[src/rtl/game_countdown_timer_pkg.sv]
// Shared definitions for the round countdown timer: state encoding and
// the seven-segment blank pattern.
package game_countdown_timer_pkg;

   typedef enum logic [1:0] {
      IDLE    = 2'd0,
      RUNNING = 2'd1,
      PAUSED  = 2'd2,
      EXPIRED = 2'd3
   } timer_state_e;

   localparam logic [6:0] SEG_BLANK = 7'b1111111;

endpackage

[src/rtl/game_countdown_timer_bcd_to_7seg.sv]
// Registered BCD to active-low seven-segment decoder (bit 0 = seg a, bit 6 = seg g).
// Non-BCD codes blank the digit.
module bcd_to_7seg
   import game_countdown_timer_pkg::*;
#(
   parameter logic [3:0] RESET_BCD = 4'd0
) (
   input  logic       CLOCK_50,
   input  logic       reset,
   input  logic [3:0] bcd,
   output logic [6:0] seg
);

   function automatic logic [6:0] decode(input logic [3:0] d);
      logic [6:0] s;
      case (d)
         4'd0:    s = 7'b1000000;
         4'd1:    s = 7'b1111001;
         4'd2:    s = 7'b0100100;
         4'd3:    s = 7'b0110000;
         4'd4:    s = 7'b0011001;
         4'd5:    s = 7'b0010010;
         4'd6:    s = 7'b0000010;
         4'd7:    s = 7'b1111000;
         4'd8:    s = 7'b0000000;
         4'd9:    s = 7'b0010000;
         default: s = SEG_BLANK;
      endcase
      return s;
   endfunction

   // Segment register; the reset pattern matches the digit the timer reloads to.
   always_ff @(posedge CLOCK_50) begin
      if (reset) begin
         seg <= decode(RESET_BCD);
      end else begin
         seg <= decode(bcd);
      end
   end

endmodule

[src/rtl/game_countdown_timer.sv]
// Two-digit BCD round countdown: start/pause/expiry FSM, tick edge detect,
// low-time warning and registered seven-segment outputs.
module game_countdown_timer
   import game_countdown_timer_pkg::*;
#(
   parameter int START_SECONDS = 60,
   parameter int WARN_SECONDS  = 10
) (
   input  logic       CLOCK_50,
   input  logic       reset,
   input  logic       tick_in,
   input  logic       start,
   input  logic       pause,
   output logic       tick_enable,
   output logic [3:0] tens,
   output logic [3:0] ones,
   output logic [6:0] HEX1,
   output logic [6:0] HEX0,
   output logic       running,
   output logic       time_up,
   output logic       warning
);

   if (START_SECONDS < 1 || START_SECONDS > 99) begin : g_bad_start
      $error("game_countdown_timer: START_SECONDS must be within 1..99");
   end
   if (WARN_SECONDS < 0 || WARN_SECONDS > 99) begin : g_bad_warn
      $error("game_countdown_timer: WARN_SECONDS must be within 0..99");
   end

   localparam logic [3:0] START_TENS = 4'(START_SECONDS / 10);
   localparam logic [3:0] START_ONES = 4'(START_SECONDS % 10);
   localparam logic [3:0] WARN_TENS  = 4'(WARN_SECONDS / 10);
   localparam logic [3:0] WARN_ONES  = 4'(WARN_SECONDS % 10);

   timer_state_e state_r, next_state_s;
   logic [3:0]   next_tens_s, next_ones_s;
   logic         tick_q, tick_edge_s;
   logic         next_warning_s;

   assign tick_edge_s = tick_in & ~tick_q;
   assign tick_enable = running;

   // Next state and next digit value; start outranks pause, pause outranks a tick.
   always_comb begin
      next_state_s = state_r;
      next_tens_s  = tens;
      next_ones_s  = ones;
      case (state_r)
         IDLE: begin
            if (start) begin
               next_state_s = RUNNING;
               next_tens_s  = START_TENS;
               next_ones_s  = START_ONES;
            end else begin
               next_state_s = IDLE;
            end
         end
         RUNNING: begin
            if (start) begin
               next_tens_s = START_TENS;
               next_ones_s = START_ONES;
            end else if (pause) begin
               next_state_s = PAUSED;
            end else if (tick_edge_s) begin
               if (ones != 4'd0) begin
                  next_ones_s = ones - 4'd1;
                  if (tens == 4'd0 && ones == 4'd1) begin
                     next_state_s = EXPIRED;
                  end else begin
                     next_state_s = RUNNING;
                  end
               end else begin
                  next_ones_s = 4'd9;
                  next_tens_s = tens - 4'd1;
               end
            end else begin
               next_state_s = RUNNING;
            end
         end
         PAUSED: begin
            if (start) begin
               next_state_s = RUNNING;
               next_tens_s  = START_TENS;
               next_ones_s  = START_ONES;
            end else if (pause) begin
               next_state_s = RUNNING;
            end else begin
               next_state_s = PAUSED;
            end
         end
         EXPIRED: begin
            if (start) begin
               next_state_s = RUNNING;
               next_tens_s  = START_TENS;
               next_ones_s  = START_ONES;
            end else begin
               next_state_s = EXPIRED;
            end
         end
         default: begin
            next_state_s = IDLE;
            next_tens_s  = START_TENS;
            next_ones_s  = START_ONES;
         end
      endcase
   end

   // Warning compares the next value digit-wise against the BCD threshold.
   always_comb begin
      if ((next_state_s == RUNNING || next_state_s == PAUSED) &&
          ((next_tens_s < WARN_TENS) ||
           (next_tens_s == WARN_TENS && next_ones_s <= WARN_ONES))) begin
         next_warning_s = 1'b1;
      end else begin
         next_warning_s = 1'b0;
      end
   end

   // State, digits, flags and the tick history register.
   always_ff @(posedge CLOCK_50) begin
      if (reset) begin
         state_r <= IDLE;
         tens    <= START_TENS;
         ones    <= START_ONES;
         tick_q  <= 1'b0;
         running <= 1'b0;
         time_up <= 1'b0;
         warning <= 1'b0;
      end else begin
         state_r <= next_state_s;
         tens    <= next_tens_s;
         ones    <= next_ones_s;
         tick_q  <= tick_in;
         running <= (next_state_s == RUNNING);
         time_up <= (next_state_s == EXPIRED);
         warning <= next_warning_s;
      end
   end

   bcd_to_7seg #(.RESET_BCD(START_TENS)) u_seg_tens (
      .CLOCK_50 (CLOCK_50),
      .reset    (reset),
      .bcd      (next_tens_s),
      .seg      (HEX1)
   );

   bcd_to_7seg #(.RESET_BCD(START_ONES)) u_seg_ones (
      .CLOCK_50 (CLOCK_50),
      .reset    (reset),
      .bcd      (next_ones_s),
      .seg      (HEX0)
   );

endmodule

[config.mk]
export PLATFORM = sky130hd
export DESIGN_NAME = game_countdown_timer
export DESIGN_NICKNAME = d
export VERILOG_FILES = /design/src/rtl/game_countdown_timer_pkg.sv /design/src/rtl/game_countdown_timer_bcd_to_7seg.sv /design/src/rtl/game_countdown_timer.sv
export SDC_FILE = /design/constraint.sdc
export NUM_CORES = 1
export LEC_CHECK = 0
export CAP_MARGIN = 10
export CORE_ASPECT_RATIO = 0.7
export CORE_UTILIZATION = 50
export CTS_CLUSTER_DIAMETER = 30
export CTS_CLUSTER_SIZE = 14
export DETAILED_ROUTE_END_ITERATION = 16
export HOLD_SLACK_MARGIN = 0.02
export PLACE_DENSITY = 0.78
export SLEW_MARGIN = 15
export SYNTH_ARGS = -nofsm -noshare
export SYNTH_HDL_FRONTEND = slang
export SYNTH_HIERARCHICAL = 1
export SYNTH_SLANG_ARGS = --single-unit
[constraint.sdc]
create_clock -name CLOCK_50 -period 3.3 [get_ports CLOCK_50]
set_input_delay 0.66 -clock CLOCK_50 [delete_from_list [all_inputs] [get_ports CLOCK_50]]
set_output_delay 0.66 -clock CLOCK_50 [all_outputs]
set_load 0.005 [all_outputs]
Word-level counts from Yosys, hierarchy flattened --
Memories as Yosys holds them, arrays and structs flattened. A register that Yosys moved wholly into a read port is not among the register bits. Index checks and enable logic that the tools add are counted.
Storage, ports and cells: flip-flop bits (word level) 14, memory bits (read-only) 224, input bits 5, output and inout port bits 26, memories kept 2
Cells by class: add/subtract/negate cells 2, magnitude comparators 2, equal/unequal tests 8, muxes and demuxes 23, bitwise logic cells 2, reductions and logical operators 9
Memories:
- (name not given) | depth 16, bits a word 7, read ports 1, clocked after Yosys merged registers in 1, wr ports 0, RTL line game_countdown_timer_bcd_to_7seg.sv:16 | case (d)
- (name not given) | depth 16, bits a word 7, read ports 1, clocked after Yosys merged registers in 1, wr ports 0, RTL line game_countdown_timer_bcd_to_7seg.sv:16
Operators by type and width (count):
- $mux W4 | 10
- $mux W2 | 8
- $pmux W4 S2 | 2
- $eq A2 B2 Y1 const B | 4
- $eq A4 B1 Y1 const B | 2
- $pmux W2 S4 | 1
- $sub A4 B1 Y4 const B | 2
- $eq A2 B1 Y1 const B | 2
- $le A4 B1 Y1 const B | 1
- $logic_not A4 Y1 | 1
- $lt A4 B1 Y1 const B | 1
- $reduce_bool A4 Y1 | 1
- $logic_and A1 B1 Y1 | 3
- $reduce_or A3 Y1 | 1
- $logic_not A2 Y1 | 1
- $logic_or A1 B1 Y1 | 2
- $mux W1 | 2
- $and A1 B1 Y1 | 1
- $not A1 Y1 | 1

Longest topological paths before layout --
depth in word-level cells 12, mapped depth 9

By module --
Netlist, hierarchy kept.
By module, submodules not included:
- game_countdown_timer | times used 1, cells an instance 88, area an instance 767.0 µm², seq. area each 280.3 µm²
- bcd_to_7seg at u_seg_tens | times used 1, cells an instance 41, area an instance 381.6 µm², seq. area each 140.1 µm²
- bcd_to_7seg at u_seg_ones | times used 1, cells an instance 41, area an instance 369.1 µm², seq. area each 140.1 µm²

Worst setup path before layout --
Ideal clock, no wire load.
path kind input port to flip-flop, start input pause, end register u_seg_ones.seg[3], setup time 0.130 ns, arrival 2.456 ns, path slack 0.715 ns, cell stages on the path 9, path through nor4b_4 nand2_2 or3_1 a21oi_1 inv_1 ha_1 or2_1 a21oi_2 a311oi_1
On the way: cells in the longest elaborated chain, start to end 3
RTL lines:
- start, declared | RTL line game_countdown_timer.sv:13 | input logic pause,
- $mux W4 | RTL line game_countdown_timer.sv:63 | end else if (pause) begin
- $mux W4 | RTL line game_countdown_timer.sv:60 | if (start) begin
- $pmux W4 S2 | RTL line game_countdown_timer.sv:49 | case (state_r)
- via next_ones_s[1] | RTL line game_countdown_timer.sv:37 | logic [3:0] next_tens_s, next_ones_s;
- end, declared | RTL line game_countdown_timer_bcd_to_7seg.sv:11 | output logic [6:0] seg
The timed path passes the listed nets, and every way through them passes these cells. A chain may end at the register's enable or synchronous reset.

Worst setup path after layout --
start input pause, end register u_seg_tens.seg[3]
On the way: cells in the longest elaborated chain, start to end 3
RTL lines (RTL line):
- $mux W4 | game_countdown_timer.sv:63
- $mux W4 | game_countdown_timer.sv:60
- $pmux W4 S2 | game_countdown_timer.sv:49
- via next_tens_s[1] | game_countdown_timer.sv:37
- end, declared | game_countdown_timer_bcd_to_7seg.sv:11
The timed path passes the listed nets, and every way through them passes these cells.

==> results.txt <==
CTS tree: done
Arrival time of the worst setup path: 3.03 ns
Syn Nets: 188
Distinct cell type count after synthesis: 43
Final setup TNS: 0 ns
Cells after Synth: 170
Clk pwr share: 33.2%
Setup repair bufs after CTS: 0
Antenna violations before repair: 0
Area occupied by multi-input gates: 865.8 um2
Global route overflow: 0
Cell area after synthesis: 0.001518 mm2
Synthesized flop and latch total: 28
Wire per inst: 13.00 um
Top_reg_cell synth: dfxtp_1
Internal power: 0.4844 mW
Clk_skew: 0.002757 ns
CP max FO: 7
Area Growth Syn to Fin: 25.31%
Post-route DRC: 0
CTS buffer count: 3
Drt first-iter violations: 83
Post-route ant nets: 0
Worst skew pair latency: 0.27 ns
Critical path class: in -> reg
Worst Setup Start Kind: input port
Starting Density: 53.39%
Cts hold-fix bufs: 0
HP Class: reg -> reg
Slew Viols, Final: 0
Sequential cell area: 560.5 um2
Fin nets: 221
Largest net degree at the start of global routing: 16
Row count: 16
Ant diodes: 0
Fin crit period: 2.889 ns
Cell taking the most area after synthesis: dfxtp_1
Fill cells: 241
Logic pwr share: 10.6%
Seq pwr share: 56.2%
Sw Ratio: 21.99%
Maximum root-to-sink buffer count: 2
RSZ-0062 raised after global routing: no
Die X: 67.85 um
Final setup violation count: 0
CTS HTree Levels: 1
CP endpoint kind: flip-flop
# placed instances: 234
Required @ worst endpoint: 3.44 ns
Synth top area share: 36.93%
Max VDD drop: 0.3233 mV
Share of layout cells above drive strength 1: 9.406%
Final hold vios: 0
Static Leakage: 0.7612 nW
All-layer global routing usage: 20.75%
Drt via density: 5.349
IO buf count: 30
Finished Layout Cells: 238
Syn_area_per_cell: 8.928 um2
First-pass GRT wire length: 4961 um
Die height: 48.10 um
Worst-Margin Slew: 0.4731 ns
Synth async-reset ratio: 0%
Final wirelength: 3093 um
Pre-Repair DR Iteration Count: 4
Synth warn: 6
Die footprint: 0.003263 mm2
Number of flops mapped to enable cells by yosys: 0
Max-Cap Viols: 0
Clock sinks: 28
Number of global-route vias before repair: 1067
Peak Freq: 346.1 MHz
Outcome: finished clean
Core Footprint: 0.002843 mm2
Via count: 1273
# IOs: 31
Root cell of the clock tree: clkbuf_8
Rel. slew slack: 68.36%
Seq/Total Area, Yosys: 36.93%
Post-CTS sizing: 0
Clock slew at reported path FFs: 0.09 ns
Psw: 0.1365 mW
RD Place Congestion: 0.9343
Power per cell area: 326.5 mW/mm2
Top cells by area, synth: dfxtp_1 (37%), ha_1 (11%), nor2_1 (5.4%)
Hpwl dp: 2371 um
Final Cycle Share: 87.56%
worst paths after layout:
check,startpoint,endpoint,slack [ns],cells past startpoint
worst max-delay path,pause,u_seg_tens/seg[3],0.41,10
worst min register to register,ones[1],ones[1],0.58,2
worst max register to register,ones[0],u_seg_tens/seg[3],0.89,9
worst min-delay path,ones[1],ones[1],0.58,2
power groups by stage:
stage	Clock (mW)	Combinational, mW	Sequential [mW]
floorplan	0	0.0368	0.357
global placement	0	0.0630	0.356
detailed placement	0	0.0652	0.357
CTS	0.214	0.0654	0.349
global route	0.226	0.0729	0.350
finish	0.206	0.0658	0.349
placed cells by master, fill, tap and decap left out, types with 5 or more instances in the layout:
master and instances:
buf_4 5, dfxtp_1 28, nor2b_1 6, nor2_1 22, clkdlybuf4s50_1 30, a21oi_1 13, inv_1 10, nand2b_1 8
ha_1 13
cells by family (layout without fill, tap and decap cells):
kind of cell / Yosys count / after routing / synth area share (%)
AOI/OAI and AO/OA: 32 / 32 / 13.60
xor gates and xnor gates: 6 / 6 / 3.462
adders and majority gates: 13 / 13 / 10.72
buffers and inverters: 17 / 49 / 6.018
DFF: 28 / 28 / 36.93
muxes: 3 / 3 / 2.061
and+or+nand+nor: 71 / 71 / 27.21
sequential cells by signal, summed over array words and instances, names as in the netlist:
signal	flops
time_up	1
state_r	2
tick_q	1
ones	4
u_seg_tens/seg	7
u_seg_ones/seg	7
warning	1
tens	4
running	1
cell usage after synthesis, types with 2 or more instances:
cell	instances
a21oi_1	13
a21oi_2	2
a311oi_1	2
a31oi_1	3
and2_1	2
buf_6	3
clkbuf_1	2
dfxtp_1	28
ha_1	13
inv_1	10
mux2i_1	2
nand2_1	4
nand2b_1	8
nand2b_2	3
nand3_1	2
nand3b_1	3
nand4_1	2
nor2_1	22
nor2b_1	6
nor3_1	4
nor4_1	2
o21a_1	2
o21ai_0	3
o21bai_1	3
or2_1	2
or2b_1	2
or3_1	2
xnor2_1	4
xor2_1	2
routing by layer:
| metal | part of all wire, % | track usage (%) | vias up |
|---|---|---|---|
| li1 | - | - | 640 |
| met1 | 49 | 27.89 | 596 |
| met2 | 47 | 34.65 | 37 |
| met3 | 4.6 | 5.607 | 0 |
| met4 | 0 | 2.917 | 0 |
| met5 | 0 | 0 | - |
final cells by class:
class	count	area share [%]
Multi-Input combinational cell	125	45.53
Clock buffer	4	2.895
Sequential cell	28	29.47
Timing Repair Buffer	35	17.76
Inverter	10	1.974
Tap cell	36	2.368
worst max-delay path, cell delays in order:
cell and delay, ns:
clkdlybuf4s50_1 0.52, nor4b_4 0.43, nand3_1 0.24, mux2_2 0.35
nand2b_2 0.14, inv_1 0.10, ha_1 0.17, or2_1 0.21
a21oi_2 0.15, a311oi_1 0.06
through the flow:
stage	setup WS (ns)	cell area, um2	hold slack, ns	utilization (%)	power [mW]
2_1_floorplan	0.7146	1518	0.5214	-	0.3933
3_3_place_gp	0.2556	1847	0.5519	64.96	0.4194
3_5_place_dp	0.1284	1847	0.5540	64.96	0.4221
4_1_cts	0.4199	1902	0.5666	66.90	0.6285
5_1_grt	0.2847	1902	0.6085	66.90	0.6490
6_report	0.4106	1902	0.5776	66.90	0.6209
(Power assumes the default switching activity.)
